--- src/rtl/uns_acc.sv ---
// Unsigned 6-bit accumulator with a selectable 3-bit addend.
// Ports: clk, i_rst_n (async low), i_data1/i_data2 (3b), i_sel (2b) -> o_data (6b), o_carry.
module uns_acc (
    input  logic       clk,
    input  logic       i_rst_n,
    input  logic [2:0] i_data1,
    input  logic [2:0] i_data2,
    input  logic [1:0] i_sel,
    output logic [5:0] o_data,
    output logic       o_carry
);

    logic [6:0] addend;
    logic [6:0] sum;
    logic       hold;

    always_comb begin
        addend = '0;
        hold   = 1'b0;
        unique case (i_sel)
            2'b00: addend = {4'b0, i_data1};
            2'b01: addend = {4'b0, i_data2};
            2'b10: addend = {4'b0, i_data1} + {4'b0, i_data2};
            2'b11: hold   = 1'b1;
            default: hold = 1'b1;
        endcase
    end

    // Bit 6 of the 7-bit sum is the carry out of the 6-bit total.
    assign sum = {1'b0, o_data} + addend;

    always_ff @(posedge clk or negedge i_rst_n) begin
        if (!i_rst_n) begin
            o_data  <= '0;
            o_carry <= 1'b0;
        end else if (hold) begin
            o_carry <= 1'b0;
        end else begin
            o_data  <= sum[5:0];
            o_carry <= sum[6];
        end
    end

endmodule

--- config.mk ---
export PLATFORM = sky130hd
export DESIGN_NAME = uns_acc
export DESIGN_NICKNAME = d
export VERILOG_FILES = /design/src/rtl/uns_acc.sv
export SDC_FILE = /design/constraint.sdc
export NUM_CORES = 1
export LEC_CHECK = 0
export BUFFER_PORTS_ARGS = -buffer_cell sky130_fd_sc_hd__buf_2
export CORE_MARGIN = 3
export CORE_UTILIZATION = 44
export DETAILED_ROUTE_END_ITERATION = 7
export GPL_ROUTABILITY_DRIVEN = 0
export PLACE_DENSITY = 0.72
export SLEW_MARGIN = 20
export SYNTH_ARGS = -nofsm -noshare
export SYNTH_HDL_FRONTEND = slang
export SYNTH_SLANG_ARGS = --single-unit
--- constraint.sdc ---
create_clock -name clk -period 1.6 [get_ports clk]
set_clock_uncertainty 0.15 [all_clocks]
set_input_delay 0 -clock clk [delete_from_list [all_inputs] [get_ports clk]]
set_output_delay 0 -clock clk [all_outputs]
set_load 0.05 [all_outputs]
Word level (Yosys, flattened, before mapping)
Cells that the tools add are included.
Storage, ports and cells
  flip-flop bits (word level): 7
  latch bits: 0
  RAM bits: 0
  memory bits (read-only): 0
  bits of input ports: 10
  output and inout port bits: 7
  logic and storage cells: 11
  memories: 0
Cells by class
  add/sub/neg operators: 2
  multipliers: 0
  div/mod/pow operators: 0
  $lt $le $gt $ge: 0
  equal/unequal tests: 3
  shifts and indexed selects: 0
  mux-type cells: 3
  bitwise gates (word level): 0
  reductions and logical operators: 1
Operators with widths (count)
  $pmux 4 s3: 1
  $add 6x7->7: 1
  $add 3x3->4: 1
  $eq 2x2->1 const B: 2
  $eq 2x1->1 const B: 1
  $logic_not 2->1: 1
  $mux 1: 2

Logic depth before layout (Yosys ltp)
  word-level depth: 4
  gate-level depth with buffers: 10
  depth with buffers taken out: 9

Worst setup path after synthesis
No wires, ideal clock.
  path type: input -> register
  from: input port i_data1[0]
  to: register o_data[5]
  arrival: 1895 ps
  slack: -515 ps
  stages on the path: 9
  path buffers: 0
  cell sequence: ha_1 fa_1 xor2_1 mux2i_1 o21ai_0 ha_1 o21ai_0 or4b_1 nand3_1
Between the ends
  word-level cells in the longest chain between the ends: 3
Ends and longest elaborated chain
  start, declared: line 6  | input logic [2:0] i_data1,
  $add 3x3->4: line 23  | 2'b10: addend = {4'b0, i_data1} + {4'b0, i_data2};
  $pmux 4 s3 *: line 20  | unique case (i_sel)
  $add 6x7->7 *: line 30  | assign sum = {1'b0, o_data} + addend;
  end signal, assigned: line 39  | o_data <= sum[5:0];
  end, declared: line 9  | output logic [5:0] o_data,
Every way passes the cells marked *; elsewhere a longest branch is shown, timed or not.
A chain may end at the register's enable or synchronous reset.

Worst setup path in the final report
  from: input port i_data2[0]
  to: register o_data[5]
Between the ends
  word-level cells in the longest chain between the ends: 3
Ends and longest elaborated chain
  start, declared: line 7  | input logic [2:0] i_data2,
  $add 3x3->4: line 23
  $pmux 4 s3 *: line 20
  $add 6x7->7 *: line 30
Marks and branches as above.

==> results by stage <==
Status:
- The run finished, with violations left.
- The checks that failed: setup timing.

Critical path:
- The endpoint of the most critical register-to-register path is o_data[4].
- The worst setup path is launched from an input port.
- The required time of the worst setup path is ~1.7 ns.
- For the worst setup path, the data arrival time is 1.99 ns.
- The setup slack of the worst register-to-register path is -0.11 ns.
- The endpoint class of the critical path is a flop.
- The cell count of the worst reg-to-reg path is 6.
- The type of the worst setup path is input port to flop.
- The maximum fanout count along the critical path is 3.
- The startpoint of the worst register-to-register path is o_data[0].

Global routing:
- The global routing stage identified its most utilized layer as met2.
- The number of antenna violations at the first check in global routing is 0.
- The global routing usage summed across all routing layers is between 15 and 20%.
- The total overflow left after global routing is 0.
- For this run, global-route usage on met2 was measured as 26.25%.
- For met3 alone, demand over resource in global routing was between 7 and 8%.
- Entering global routing, the biggest net connects 8 pins.
- The first global-routing pass estimated about 2.4 mm of wire.
- The via count of the first global-routing pass is between 500 and 600.
- The routing usage on met1 is 22.90%.

Hold path:
- Counting instances, the worst hold path has a depth of 5.
- The launch point of the worst hold path is i_data2[0].
- The path with the worst hold slack has its endpoint at o_data[0].
- The tightest min-delay check is of the input port to flop type.

Clock tree:
- The tree built by TritonCTS fans out to 7 sinks.
- In this run the deepest clock path goes through 2 buffers.
- The maximum level of the CTS H-tree is 1.
- TritonCTS created 3 clock buffers.
- The root buffer cell is sky130_fd_sc_hd__clkbuf_4.
- The clock insertion delay at the later pin of the skew report is about 0.26 ns.
- After clock tree synthesis, the clock-pin slew on the worst setup and hold paths is approximately 0.05 ns.
- The CTS tree is built.

Timing:
- The post-route clock period utilization is 121.5%.
- Setup violations remaining at the end of the flow were counted as 6.
- Setup repair after global routing could not meet its margin everywhere.
- The time the final worst path needs with I/O delays and setup is 1.944 ns.
- Setup total negative slack on the finished layout was measured at -1.404 ns.
- In the post-route analysis, the smallest setup slack over all paths is -0.3442 ns.
- The headroom to the max-slew limit is around 77%.
- The total count of max-transition violations in the final report came to 0.
- The measured slew at the worst slew-check pin is around 0.35 ns.
- The number of failing hold endpoints at the final stage was 0.
- Static timing analysis puts the maximum clock frequency at 514.3 MHz.

Yosys:
- The number of nets handed over by synthesis was a little over 80.
- The cell count after synthesis came out at 62.
- The total of warnings raised by yosys is 0.
- Counting flops and latches in the post-synthesis netlist gives 7.
- For this run, the register share of the synthesized area comes to between 20% and 30%.
- The mapped netlist covers between 600 and 700 sq um.
- The number of unique standard cell types used by synthesis is 24.
- The synthesized area divided by synthesized cell count is around 9.9 sq um.

Floorplan:
- For this configuration, the core starts out at a cell density of 50.94%.
- The die is 43.29 microns tall.
- After floorplanning, the core was divided into 12 placement rows.
- Measured along the x axis, the die boundary spans between 40 and 50 microns.
- In this run the count of I/O pins placed on the die edge is 17.
- The total area inside the core boundary comes to 1201 sq um.
- The overall die area is roughly 1900 sq um.

Drt:
- Once detail routing completed, the nets flagged for antenna violations numbered 0.
- The violation count after the first detailed-routing iteration is 21.
- The overall via count from detail_route is 593.
- The total routed wirelength is 1.545 mm.
- After detailed routing, the number of remaining DRC violations is 0.
- In the routed layout, each cell is associated on average with a via count of ~5.3.
- The mean routed wirelength per cell is approximately 14 microns.
- The detailed-routing iteration count for the pre-antenna-repair pass is 5.

Final layout:
- Fill cells in the final layout number 92.
- The number of antenna diodes is 0.
- Leaving out fill and tap cells, the most frequent cells in the layout are sky130_fd_sc_hd__buf_2, sky130_fd_sc_hd__buf_4, sky130_fd_sc_hd__dfrtp_1.
- The area growth from synthesis to layout is 52.35%.
- The final standard cell area without fillers is between 900 and 1000 sq um.
- The library cell used most frequently in the layout, excluding fill and tap cells, is sky130_fd_sc_hd__buf_2.
- In the final layout, the share of cells above drive strength 1 is 50.52%.
- The net count of the finished layout is roughly 120.

Placed design:
- The pre-CTS worst setup slack is -0.6468 ns.
- The cell area after placement is approximately 830 sq um.
- Input and output buffers added on the ports amount to 16.
- The wire-length estimate of the detail-placed layout is 1.068 mm.

Power:
- The largest voltage drop on the vdd net is around 1000 uV.
- Summed over all cells, the static leakage comes to 0.4459 nW.
- The overall power after layout is between 1.5 and 2 mW.
- The sequential share of power is around a fifth.
- In this run switching power makes up a little under half of total power.
- The design internal power is about 840 uW.
- In this run the power density over the cells is approximately 1700 nW/um^2.
- Combinational logic is responsible for slightly below 70% of the overall power.
- The clock network is responsible for between 10 and 15% of the overall power.
- The switching component of the power is about 760 uW.

Run:
- The tool flagged a number of max-cap violations equal to 0.
## synth_stat cells (all sizes together)
cell | count | area share [%]
or2 | 1 | 1.0
xnor2 | 1 | 1.4
o21ai | 6 | 4.9
mux2i | 4 | 6.5
a21oi | 5 | 4.1
nand3 | 2 | 1.6
fa | 2 | 6.5
nor3b | 1 | 1.2
o221ai | 1 | 1.4
nor2b | 2 | 2.0
a21boi | 1 | 3.1
a21o | 3 | 3.7
inv | 3 | 1.8
a211oi | 2 | 2.5
dfrtp | 7 | 29
nor2 | 3 | 1.8
o211ai | 1 | 1.2
nand2 | 4 | 2.5
xor2 | 2 | 2.9
ha | 7 | 14
mux2 | 1 | 1.8
buf | 1 | 1.8
or4b | 1 | 1.6
and2b | 1 | 1.4
## how the worst max path moves through the flow
stage / from / cells after the start / end
global placement: i_data1[0] / 10 / o_data[5]
finish: i_data2[0] / 10 / o_data[5]
detailed placement: i_data1[0] / 10 / o_data[5]
CTS: i_data2[0] / 10 / o_data[5]
floorplan: i_data1[0] / 9 / o_data[5]
global route: i_data2[0] / 10 / o_data[4]
## cell type report
type	instances	area [sq um]	area share, %
Multi-Input combinational cell	51	471.7	50.60
Timing Repair Buffer	32	229.0	24.56
Sequential cell	7	176.4	18.93
Clock buffer	4	26.28	2.819
Tap cell	14	17.52	1.879
Inverter	3	11.26	1.208
## power by group through the flow
stage               Sequential, mW  Combinational [mW]  Clock [mW]
CTS                          0.327                1.02       0.170
global route                 0.339                1.18       0.182
global placement             0.326               0.952           0
floorplan                    0.595               0.398           0
detailed placement           0.330               0.966           0
finish                       0.327                1.10       0.164
## registers in the layout, summed over array words and instances, names as in the netlist
signal	count
o_carry	1
o_data	6
## layer usage
metal / vias to the layer above / wire length (microns)
met3: 6 / 92
met1: 270 / 726
li1: 298 / -
met5: - / 0
met2: 19 / 690
met4: 0 / 35
## cells by family (layout without fill, tap and decap cells)
family / count (synthesis) / in the layout / share of synthesized area, %
flip-flops: 7 / 7 / 28.63
buffers and inverters: 4 / 39 / 3.681
AO/OA/AOI/OAI: 19 / 19 / 20.86
XOR/XNOR: 3 / 3 / 4.295
adder cells (fa/ha/maj): 9 / 9 / 20.86
AND/OR/NAND/NOR: 15 / 15 / 13.29
multiplexers: 5 / 5 / 8.385
## critical path, cell delays in order
cell and delay, ns:
sky130_fd_sc_hd__buf_8 0.10, sky130_fd_sc_hd__ha_4 0.16, sky130_fd_sc_hd__fa_2 0.34, sky130_fd_sc_hd__xor2_1 0.14, sky130_fd_sc_hd__mux2i_1 0.13, sky130_fd_sc_hd__o21ai_1 0.10
sky130_fd_sc_hd__ha_2 0.36, sky130_fd_sc_hd__o21ai_2 0.07, sky130_fd_sc_hd__or4b_1 0.52, sky130_fd_sc_hd__nand3_1 0.08
## metrics by stage
stage	utilization, %	cells	hold WS, ns
after floorplan	-	62	-0.4456
after global placement	68.96	103	-0.3090
after detailed placement	68.96	103	-0.3077
after CTS	75.10	110	0.04389
after global routing	77.60	111	0.05333
final	77.60	111	0.04994
## what timing repair did
item / 4_1_cts / 5_1_grt
resized for setup: 6 / 6
setup buffers: 2 / 1
endpoints found under the setup margin: 6 / 6
gates cloned: 0 / 0
endpoints found under the hold margin: 7 / 0
hold buffers: 2 / 0
pin swaps: 9 / 7
Power figures use the tool's default switching activity.
